<file path="src/rtl/cpu4_ctrl_fsm.sv">
// Multicycle main controller for the cpu4 datapath: fetch/decode/execute/memory/writeback sequencing.
// Outputs are registered alongside the state (Moore). The only exception is PCEn in BRANCH, which follows zero combinationally.
// No backpressure: a new instruction is fetched every 3-5 cycles, depending on its class.
module cpu4_ctrl_fsm #(
    parameter int ALUC_W = 11,
    parameter int ST_W   = 4
) (
    input  logic              CLK,
    input  logic              reset,
    input  logic [5:0]        Op,
    input  logic [5:0]        Funct,
    input  logic              zero,
    output logic              PCEn,
    output logic              IRWrite,
    output logic              RegDst,
    output logic              RegWrite,
    output logic              ALUSrcA,
    output logic [1:0]        ALUSrcB,
    output logic [ALUC_W-1:0] ALUControl,
    output logic [1:0]        PCSrc,
    output logic              RD,
    output logic              WD,
    output logic              signext,
    output logic              MemOrReg,
    output logic              illegal,
    output logic [ST_W-1:0]   state
);

    typedef enum logic [ST_W-1:0] {
        S_IDLE    = 4'd0,
        S_FETCH   = 4'd1,
        S_DECODE  = 4'd2,
        S_MEMADR  = 4'd3,
        S_MEMRD   = 4'd4,
        S_MEMWB   = 4'd5,
        S_MEMWR   = 4'd6,
        S_EXEC_R  = 4'd7,
        S_ALUWB_R = 4'd8,
        S_EXEC_I  = 4'd9,
        S_ALUWB_I = 4'd10,
        S_BRANCH  = 4'd11,
        S_JUMP    = 4'd12,
        S_TRAP    = 4'd13
    } st_e;

    typedef struct packed {
        logic              pcen;
        logic              irwrite;
        logic              regdst;
        logic              regwrite;
        logic              alusrca;
        logic [1:0]        alusrcb;
        logic [ALUC_W-1:0] aluc;
        logic [1:0]        pcsrc;
        logic              rd;
        logic              wd;
        logic              signext;
        logic              memorreg;
        logic              illegal;
    } ctl_t;

    // One-hot ALU select positions
    localparam int A_ADD = 0, A_SUB = 1, A_AND = 2, A_OR  = 3, A_XOR = 4, A_NOR = 5;
    localparam int A_SLT = 6, A_SLL = 7, A_SRL = 8, A_SRA = 9, A_LUI = 10;

    localparam logic [5:0] OP_RTYPE = 6'b000000;
    localparam logic [5:0] OP_LW    = 6'b100011;
    localparam logic [5:0] OP_SW    = 6'b101011;
    localparam logic [5:0] OP_ADDI  = 6'b001000;
    localparam logic [5:0] OP_ANDI  = 6'b001100;
    localparam logic [5:0] OP_ORI   = 6'b001101;
    localparam logic [5:0] OP_XORI  = 6'b001110;
    localparam logic [5:0] OP_SLTI  = 6'b001010;
    localparam logic [5:0] OP_LUI   = 6'b001111;
    localparam logic [5:0] OP_BEQ   = 6'b000100;
    localparam logic [5:0] OP_BNE   = 6'b000101;
    localparam logic [5:0] OP_J     = 6'b000010;

    st_e        st_q;
    st_e        nxt;
    ctl_t       ctl_q;
    logic [5:0] op_q;
    logic [5:0] funct_q;
    logic [5:0] op_sel;
    logic [5:0] fn_sel;

    // R-type funct to one-hot ALU op; all-zero means the funct is not decodable
    function automatic logic [ALUC_W-1:0] r_alu(input logic [5:0] fn);
        logic [ALUC_W-1:0] a;
        a = '0;
        case (fn)
            6'b100000: a[A_ADD] = 1'b1;
            6'b100010: a[A_SUB] = 1'b1;
            6'b100100: a[A_AND] = 1'b1;
            6'b100101: a[A_OR]  = 1'b1;
            6'b100110: a[A_XOR] = 1'b1;
            6'b100111: a[A_NOR] = 1'b1;
            6'b101010: a[A_SLT] = 1'b1;
            6'b000000: a[A_SLL] = 1'b1;
            6'b000010: a[A_SRL] = 1'b1;
            6'b000011: a[A_SRA] = 1'b1;
            default:   a = '0;
        endcase
        return a;
    endfunction

    // I-type ALU opcode to one-hot ALU op; all-zero for anything else
    function automatic logic [ALUC_W-1:0] i_alu(input logic [5:0] op);
        logic [ALUC_W-1:0] a;
        a = '0;
        case (op)
            OP_ADDI: a[A_ADD] = 1'b1;
            OP_ANDI: a[A_AND] = 1'b1;
            OP_ORI:  a[A_OR]  = 1'b1;
            OP_XORI: a[A_XOR] = 1'b1;
            OP_SLTI: a[A_SLT] = 1'b1;
            OP_LUI:  a[A_LUI] = 1'b1;
            default: a = '0;
        endcase
        return a;
    endfunction

    // Control word for a state; op/fn are the instruction fields valid when that state is entered
    function automatic ctl_t ctl_for(input st_e s, input logic [5:0] op, input logic [5:0] fn);
        ctl_t c;
        c = '0;
        case (s)
            S_FETCH: begin
                c.irwrite     = 1'b1;
                c.pcen        = 1'b1;
                c.alusrcb     = 2'b01;
                c.aluc[A_ADD] = 1'b1;
            end
            S_DECODE: begin
                c.alusrcb     = 2'b11;
                c.aluc[A_ADD] = 1'b1;
                c.signext     = 1'b1;
            end
            S_MEMADR: begin
                c.alusrca     = 1'b1;
                c.alusrcb     = 2'b10;
                c.aluc[A_ADD] = 1'b1;
                c.signext     = 1'b1;
            end
            S_MEMRD: c.rd = 1'b1;
            S_MEMWB: begin
                c.regwrite = 1'b1;
                c.memorreg = 1'b1;
            end
            S_MEMWR: c.wd = 1'b1;
            S_EXEC_R: begin
                c.alusrca = 1'b1;
                c.aluc    = r_alu(fn);
            end
            S_ALUWB_R: begin
                c.regdst   = 1'b1;
                c.regwrite = 1'b1;
            end
            S_EXEC_I: begin
                c.alusrca = 1'b1;
                c.alusrcb = 2'b10;
                c.aluc    = i_alu(op);
                c.signext = (op == OP_ADDI) || (op == OP_SLTI);
            end
            S_ALUWB_I: c.regwrite = 1'b1;
            S_BRANCH: begin
                c.alusrca     = 1'b1;
                c.aluc[A_SUB] = 1'b1;
                c.pcsrc       = 2'b01;
            end
            S_JUMP: begin
                c.pcsrc = 2'b10;
                c.pcen  = 1'b1;
            end
            S_TRAP:  c.illegal = 1'b1;
            default: c = '0;
        endcase
        return c;
    endfunction

    // While decoding, the fields come straight from the IR; afterwards, from the latched copy
    assign op_sel = (st_q == S_DECODE) ? Op    : op_q;
    assign fn_sel = (st_q == S_DECODE) ? Funct : funct_q;

    // Next-state selection
    always_comb begin
        nxt = S_FETCH;
        case (st_q)
            S_IDLE:   nxt = S_FETCH;
            S_FETCH:  nxt = S_DECODE;
            S_DECODE: begin
                case (Op)
                    OP_RTYPE: nxt = (r_alu(Funct) != '0) ? S_EXEC_R : S_TRAP;
                    OP_LW, OP_SW: nxt = S_MEMADR;
                    OP_ADDI, OP_ANDI, OP_ORI, OP_XORI, OP_SLTI, OP_LUI: nxt = S_EXEC_I;
                    OP_BEQ, OP_BNE: nxt = S_BRANCH;
                    OP_J:     nxt = S_JUMP;
                    default:  nxt = S_TRAP;
                endcase
            end
            S_MEMADR: nxt = (op_q == OP_LW) ? S_MEMRD : S_MEMWR;
            S_MEMRD:  nxt = S_MEMWB;
            S_EXEC_R: nxt = S_ALUWB_R;
            S_EXEC_I: nxt = S_ALUWB_I;
            default:  nxt = S_FETCH;
        endcase
    end

    // State, latched instruction fields and registered control word
    always_ff @(posedge CLK or posedge reset) begin
        if (reset) begin
            st_q    <= S_IDLE;
            ctl_q   <= '0;
            op_q    <= '0;
            funct_q <= '0;
        end else begin
            st_q  <= nxt;
            ctl_q <= ctl_for(nxt, op_sel, fn_sel);
            if (st_q == S_DECODE) begin
                op_q    <= Op;
                funct_q <= Funct;
            end
        end
    end

    // Branch decision is the only output that follows zero within the cycle
    assign PCEn       = ctl_q.pcen |
                        ((st_q == S_BRANCH) && ((op_q == OP_BNE) ? ~zero : zero));
    assign IRWrite    = ctl_q.irwrite;
    assign RegDst     = ctl_q.regdst;
    assign RegWrite   = ctl_q.regwrite;
    assign ALUSrcA    = ctl_q.alusrca;
    assign ALUSrcB    = ctl_q.alusrcb;
    assign ALUControl = ctl_q.aluc;
    assign PCSrc      = ctl_q.pcsrc;
    assign RD         = ctl_q.rd;
    assign WD         = ctl_q.wd;
    assign signext    = ctl_q.signext;
    assign MemOrReg   = ctl_q.memorreg;
    assign illegal    = ctl_q.illegal;
    assign state      = st_q;

endmodule
</file>
<file path="config.mk">
export PLATFORM = sky130hd
export DESIGN_NAME = cpu4_ctrl_fsm
export DESIGN_NICKNAME = d
export VERILOG_FILES = /design/src/rtl/cpu4_ctrl_fsm.sv
export SDC_FILE = /design/constraint.sdc
export NUM_CORES = 1
export LEC_CHECK = 0
export ABC_AREA = 1
export CAP_MARGIN = 10
export CORE_ASPECT_RATIO = 0.8
export CORE_MARGIN = 3
export CORE_UTILIZATION = 51
export CTS_BUF_LIST = sky130_fd_sc_hd__clkbuf_8
export DETAILED_ROUTE_END_ITERATION = 10
export PLACE_DENSITY = 0.9
export SLEW_MARGIN = 5
export SYNTH_ARGS = -nofsm -noshare
export SYNTH_HDL_FRONTEND = slang
export SYNTH_SLANG_ARGS = --single-unit
</file>
<file path="constraint.sdc">
create_clock -name CLK -period 4.15 [get_ports CLK]
set_input_delay 1.0375 -clock CLK [delete_from_list [all_inputs] [get_ports CLK]]
set_output_delay 1.0375 -clock CLK [all_outputs]
set_load 0.02 [all_outputs]
</file>
==> metrics.md, run 1 <==
| Metric | Value |
|---|---|
| Max-cap violations | 0 |
| Synthesized netlist cell count | 250 |
| Mean Syn Cell Area | around 8.5 sq um |
| Clock buffer depth | 2 |
| Final nets | 299 |
| Fill count | about 340 |
| Hold buffer count at cts | 0 |
| Internal power | about 970 uW |
| Hold WS | 517 ps |
| Top Ports | 44 |
| HP Class | reg2reg |
| Clock skew | ~7.8 ps |
| Yosys warning count | 0 |
| Crit Path Category | in2out |
| Relative slew slack | between 60% and 70% |
| WP buf/inv | 2 |
| Synthesized flop and latch total | 41 |
| Root Buffer | clkbuf_8 |
| Setup repair bufs after CTS | 0 |
| Slowest cell on the critical path | clkdlybuf4s50_1 |
| Post-detail-place hpwl | between 3000 and 4000 um |
| Critical path's largest stage delay | between 500 and 600 ps |
| Avg WL per Cell | between 10 and 15 um |
| Synth Cell Area | approximately 2100 sq um |
| Post-synthesis sequential area ratio | approximately half |
| Setup violators final | 0 |
| Register area | a little over 1000 sq um |
| Post-CTS sizing | 0 |
| Area of the multi-input gates | between 700 and 800 sq um |
| Hold Path Stages | 2 |
| Vias in the first global route | roughly 1.6k |
| Setup TNS | 0 ps |
| Worst skew pair latency | about 290 ps |
| Count of final hold-check violations | 0 |
| Fraction of layout cells with a size suffix above 1 | around 16% |
| Vias per cell | 4.89 |
| Clock Sinks | 41 |
| Worst Hold Launch | funct_q[2] |
| Via count of the routed design | between 1.5k and 2k |
| Unrepaired setup endpoints after global routing | false |
| Die X | approximately 80 um |
| Tcrit/Tclk final | a little under 90% |
| Worst-path cell chain | clkdlybuf4s50_1, or2_2, nand3_1, a21oi_1, or2_2, clkdlybuf4s50_1 |
| Sequential Power Share | 34.0% |
| Crit path DAT | about 2700 ps |
| Routed Antenna Nets | 0 |
| Count of cell types in the netlist | 30 |
| Routability Congestion | slightly below 0.9 |
| Global-route wire length before repair | approximately 6700 um |
| Starting DRT DRC Count | about 100 |
| Setup ws final | 440 ps |
| Largest net degree at the start of global routing | 42 |
| Static leakage | ~0.0013 uW |
| Worst EP required | 3110 ps |
| Combinational share of power | approximately half |
| Worst slew pin tran | just under 500 ps |
| Reg2reg end | ALUControl[2] |
| Core Region | around 3900 sq um |
| Switching share of power | a little over two fifths |
| Die height | around 64 um |
| Hold Path Sink | funct_q[2] |
| Launching point of the worst reg2reg path | state[2] |
| CP Launch Type | input pin |
| Antenna Cells | 0 |
| Outcome | finished, final reports clean |
| Overflow after GRT | 0 |
| Die footprint | between 4000 and 5000 sq um |
| Critical path's top delay family | buffers and inverters |
| Initial antenna violation count | 0 |
| Reg2Reg Depth | 9 |
| Row count | 20 |
| WL final | about 4000 um |
| Flop2flop setup slack | between 1500 and 2000 ps |
| Max H-tree Level | 2 |
| Cell Pwr Density | about 670 nW/um^2 |
| Worst setup EP type | output port |
| Slew Limit Fails | 0 |
| Pre-Repair DR Iteration Count | 5 |
| Fraction of power consumed by the clock network | between 10% and 20% |
| CTS tree | yes |
| GRT Total Usage | approximately 18% |
| TritonCTS Buffers | 5 |
| Fmax | between 200 and 300 MHz |
| Initial Utilization | 54.2% |
| Peak VDD IR | approximately 260 uV |
| Drt drc | 0 |
| Port Buf Inserts | 43 |
| Worst-path fanout max | 2 |
| Min cycle time layout | 3710 ps |
| Clock edge transition at the registers on the reported setup and hold paths | 80 ps |
| Syn-to-layout area delta | 21.6% |
| Pre-CTS WS | roughly 430 ps |
| Mapped Nets | between 200 and 300 |
| NetSw | ~750 uW |
tightest hold or removal path: cells and delay by family, from the launching register on:
kind / cells / cell delay (ps)
DFF: 1 / 330
AOI/OAI and AO/OA: 1 / 90
and+or+nand+nor: 1 / 60
worst max path at each step:
stage	startpoint	to	slack, ps	cells past startpoint
global placement	zero	PCEn	470	6
finish	zero	PCEn	440	6
floorplan	zero	PCEn	1370	4
global route	zero	PCEn	360	6
CTS	zero	PCEn	420	6
detailed placement	zero	PCEn	430	6
kinds of logic after synthesis:
family,count (synthesis),share of synthesized area (%)
AO/OA/AOI/OAI,20,7.21
flip-flops,41,48.5
buffers and inverters,60,14.0
AND/OR/NAND/NOR,129,30.3
final cells by class:
type / count / share of cell area, %
clock inverters: 3 / 0.680
repair buffers: 44 / 17.0
inverters: 43 / 6.27
multi-input cells: 149 / 30.9
clock buffers: 5 / 2.67
flip-flops and latches: 41 / 39.8
well taps: 55 / 2.67
flip-flops by register name, summed over array words and instances, names as in the netlist, 2 cells and up:
name        flops
PCSrc           2
ALUControl     11
ALUSrcB         2
state           4
funct_q         6
op_q            6
stage by stage:
step	cells	cell area [sq um]	util, %	power (uW)
2_1_floorplan	250	2120	-	1240
4_1_cts	340	2570	66.0	1730
5_1_grt	340	2570	66.0	1850
6_report	340	2570	66.0	1710
3_3_place_gp	332	2490	63.7	1450
3_5_place_dp	332	2490	63.7	1470
power groups by stage:
stage	sequential (uW)	combinational (uW)	clock, uW
2_1_floorplan	642	599	0
3_3_place_gp	589	860	0
3_5_place_dp	592	882	0
4_1_cts	584	886	259
5_1_grt	599	975	271
6_report	583	882	248
synthesized netlist by cell type:
library cell  instances  share of area [%]
nor2_1               25                4.4
a31oi_1               1               0.30
o21ai_0               2               0.47
nor3_1                3               0.71
nand3_2               1               0.47
nand4_1               6                1.8
nand2_2               4                1.2
inv_2                 5               0.89
or2_2                 5                1.5
nand3_1              19                4.5
o21a_1                1               0.35
nor4_1                2               0.59
nor3_2                2               0.95
buf_4                15                5.3
buf_6                 2                1.1
nor3_4                2                1.5
nand4_2               1               0.59
and3_1                1               0.30
or2_4                 1               0.41
inv_1                38                6.7
o21ai_4               1               0.77
or2_1                 2               0.59
o21ai_1               5                1.2
a21oi_1               2               0.47
a21oi_4               1               0.77
nor2_4                1               0.53
nor2_2                6                1.8
o21ai_2               7                2.9
nand2_1              48                8.5
dfrtp_1              41                 48
per-layer routing:
| layer | routed length (um) | share of wire, % | track usage, % | vias to the layer above |
|---|---|---|---|---|
| li1 | - | - | - | 846 |
| met1 | 1780 | 45 | 21.8 | 763 |
| met2 | 1870 | 47 | 28.2 | 50 |
| met3 | 276 | 6.9 | 5.29 | 5 |
| met4 | 59 | 1.5 | 8.30 | 0 |
| met5 | 0 | 0 | 0 | - |
cell usage in the layout (no fill, tap or decap), types with 3 or more instances in the layout:
master           count
nand2_2              4
or2_2                5
dfrtp_1             41
clkbuf_8             5
nand3_1             19
o21ai_1              5
o21ai_2              7
nand2_1             48
nand4_1              6
nor3_1               3
nor2_1              25
clkdlybuf4s50_1     43
inv_1               38
inv_2                5
nor2_2               6
Power figures use the tool's default switching activity.
==> run 2, diff against run 1 <==
Settings changed: CORE_MARGIN 3 to not set.
==> metrics.md, run 2 (same netlist as run 1, synthesis figures left out) <==
| Metric | Value |
|---|---|
| GRT Total Usage | 20.6% (+3.0 points) |
| Post-CTS sizing | 0 (unchanged) |
| Outcome | finished, final reports clean |
| Setup violators final | 0 (unchanged) |
| Setup TNS | 0 ps (unchanged) |
| Initial antenna violation count | 0 (unchanged) |
| Crit Path Category | in2out |
| Vias in the first global route | 1515 (-4.5%) |
| Hold Path Sink | funct_q[2] |
| Root Buffer | clkbuf_8 |
| Initial Utilization | 54.6% (+0.35 points) |
| Peak VDD IR | 282 uV (+7.8%) |
| Post-detail-place hpwl | 3100 um (-3.9%) |
| Hold buffer count at cts | 0 (unchanged) |
| Min cycle time layout | 3720 ps (+9.13 ps) |
| Count of final hold-check violations | 0 (unchanged) |
| Launching point of the worst reg2reg path | state[2] |
| Static leakage | 0.00132 uW (+1.0%) |
| Final nets | 299 (unchanged) |
| Design Power | 1810 uW (+5.5%) |
| Worst setup EP type | output port |
| Die footprint | 4410 sq um (-11%) |
| Routed Antenna Nets | 0 (unchanged) |
| Fmax | 269 MHz (-0.25%) |
| Clock skew | 7.52 ps (-0.246 ps) |
| Placement Cell Area | 2490 sq um (unchanged) |
| Largest net degree at the start of global routing | 42 (unchanged) |
| Slew Limit Fails | 0 (unchanged) |
| Critical path's largest stage delay | 540 ps (about the same) |
| Avg WL per Cell | 11.7 um (-0.38%) |
| Global-route wire length before repair | 6660 um (-0.82%) |
| Worst EP required | 3110 ps (about the same) |
| Core Region | 3880 sq um (-0.64%) |
| Pre-Repair DR Iteration Count | 4 (-1) |
| Most frequent cells in the layout | nand2_1, clkdlybuf4s50_1, dfrtp_1 |
| Routability Congestion | 0.851 (-1.8%) |
| Port Buf Inserts | 43 (unchanged) |
| Worst slew pin tran | 494 ps (+1.54 ps) |
| Row count | 20 (unchanged) |
| Reg2Reg Depth | 9 (unchanged) |
| Reg2reg end | ALUControl[10] |
| Worst Hold Launch | funct_q[2] |
| Commonest non-fill, non-tap cell in the layout | nand2_1 |
| CTS tree | yes |
| Die height | 59.6 um (-6.3%) |
| Hold Path Stages | 2 (unchanged) |
| Cell Pwr Density | 692 nW/um^2 (+4.1%) |
| Flop2flop setup slack | 1790 ps (-20 ps) |
| Vias per cell | 4.86 (-0.78%) |
| Syn-to-layout area delta | 23.2% |
| WL final | 3980 um (-0.38%) |
| CP Launch Type | input pin |
| TritonCTS Buffers | 5 (unchanged) |
| Antenna Cells | 0 (unchanged) |
| Drt drc | 0 (unchanged) |
| Crit path DAT | 2680 ps (about the same) |
| Worst-path fanout max | 2 (unchanged) |
| HP Class | reg2reg |
| Overflow after GRT | 0 (unchanged) |
| Clock edge transition at the registers on the reported setup and hold paths | 80 ps (about the same) |
| Fill count | 321 (-6.7%) |
| Unrepaired setup endpoints after global routing | false |
| Max H-tree Level | 2 (unchanged) |
| Setup repair bufs after CTS | 0 (unchanged) |
| Via count of the routed design | 1651 (-0.78%) |
| Top Ports | 44 (unchanged) |
| Relative slew slack | 66.8% (-0.41 points) |
| Die X | 74.0 um (-5.1%) |
| Starting DRT DRC Count | 93 (-7.9%) |
| Clock Sinks | 41 (unchanged) |
| Max reg flops | 11 (unchanged) |
| Worst skew pair latency | 290 ps (about the same) |
| Worst-path cell chain | clkdlybuf4s50_1, or2_2, nand3_1, a21oi_1, or2_2, clkdlybuf4s50_1 |
| Fraction of layout cells with a size suffix above 1 | 16.1% (unchanged) |
| Slowest cell on the critical path | clkdlybuf4s50_1 |
| Clock buffer depth | 2 (unchanged) |
| Max-cap violations | 0 (unchanged) |
| Design Area, Final | 2610 sq um (+1.3%) |
| Tcrit/Tclk final | 89.6% (+0.22 points) |
## run 2: cell count changes in the layout (fill, tap and decap cells not counted), sizes merged
cell / change
clkbuf: +1
bufinv: +1
clkinv: -2
## run 2: worst max path at each step
stage / start / endpoint / slack (ps) / cells past startpoint
6_report: zero / PCEn / 430 / 6
5_1_grt: zero / PCEn / 360 / 6
4_1_cts: zero / PCEn / 430 / 6
3_5_place_dp: zero / PCEn / 430 / 6
3_3_place_gp: zero / PCEn / 470 / 6
2_1_floorplan: zero / PCEn / 1370 / 4
## run 2: through the flow
step	hold WS, ps	cells	util, %	setup WS (ps)
after floorplan	468	250	-	1370
after global placement	495	332	64.2	469
after detailed placement	498	332	64.2	432
after CTS	516	340	67.3	425
after global routing	559	340	67.3	360
final	519	340	67.3	430
## run 2: area by class of cell
type / count / area (sq um) / area share (%)
clock buffers: 6 / 82.6 / 3.17
clock inverters: 2 / 37.5 / 1.44
repair buffers: 44 / 438 / 16.8
inverters: 43 / 161 / 6.19
flip-flops and latches: 41 / 1030 / 39.3
multi-input cells: 149 / 795 / 30.5
well taps: 55 / 68.8 / 2.64
## run 2: power breakdown
part / switching [uW] / internal (uW) / leakage, uW
logic: 571 / 323 / 0.000743
registers: 53.9 / 528 / 0.000520
clock network: 134 / 195 / 0.0000574
total: 759 / 1050 / 0.00132
## run 2: worst max-delay path: cells and delay by family
kind	cells	cell delay, ps
buffers and inverters	2	960
and+or+nand+nor	3	650
AOI/OAI and AO/OA	1	40
## run 2: per-layer routing
layer	vias to the layer above	share of wire [%]	global-route usage, %	routed length, um
met5	-	0	0	0
met4	0	1.5	7.97	61
met3	9	5.6	5.10	221
met2	54	48	33.2	1890
met1	759	45	26.9	1800
li1	829	-	-	-
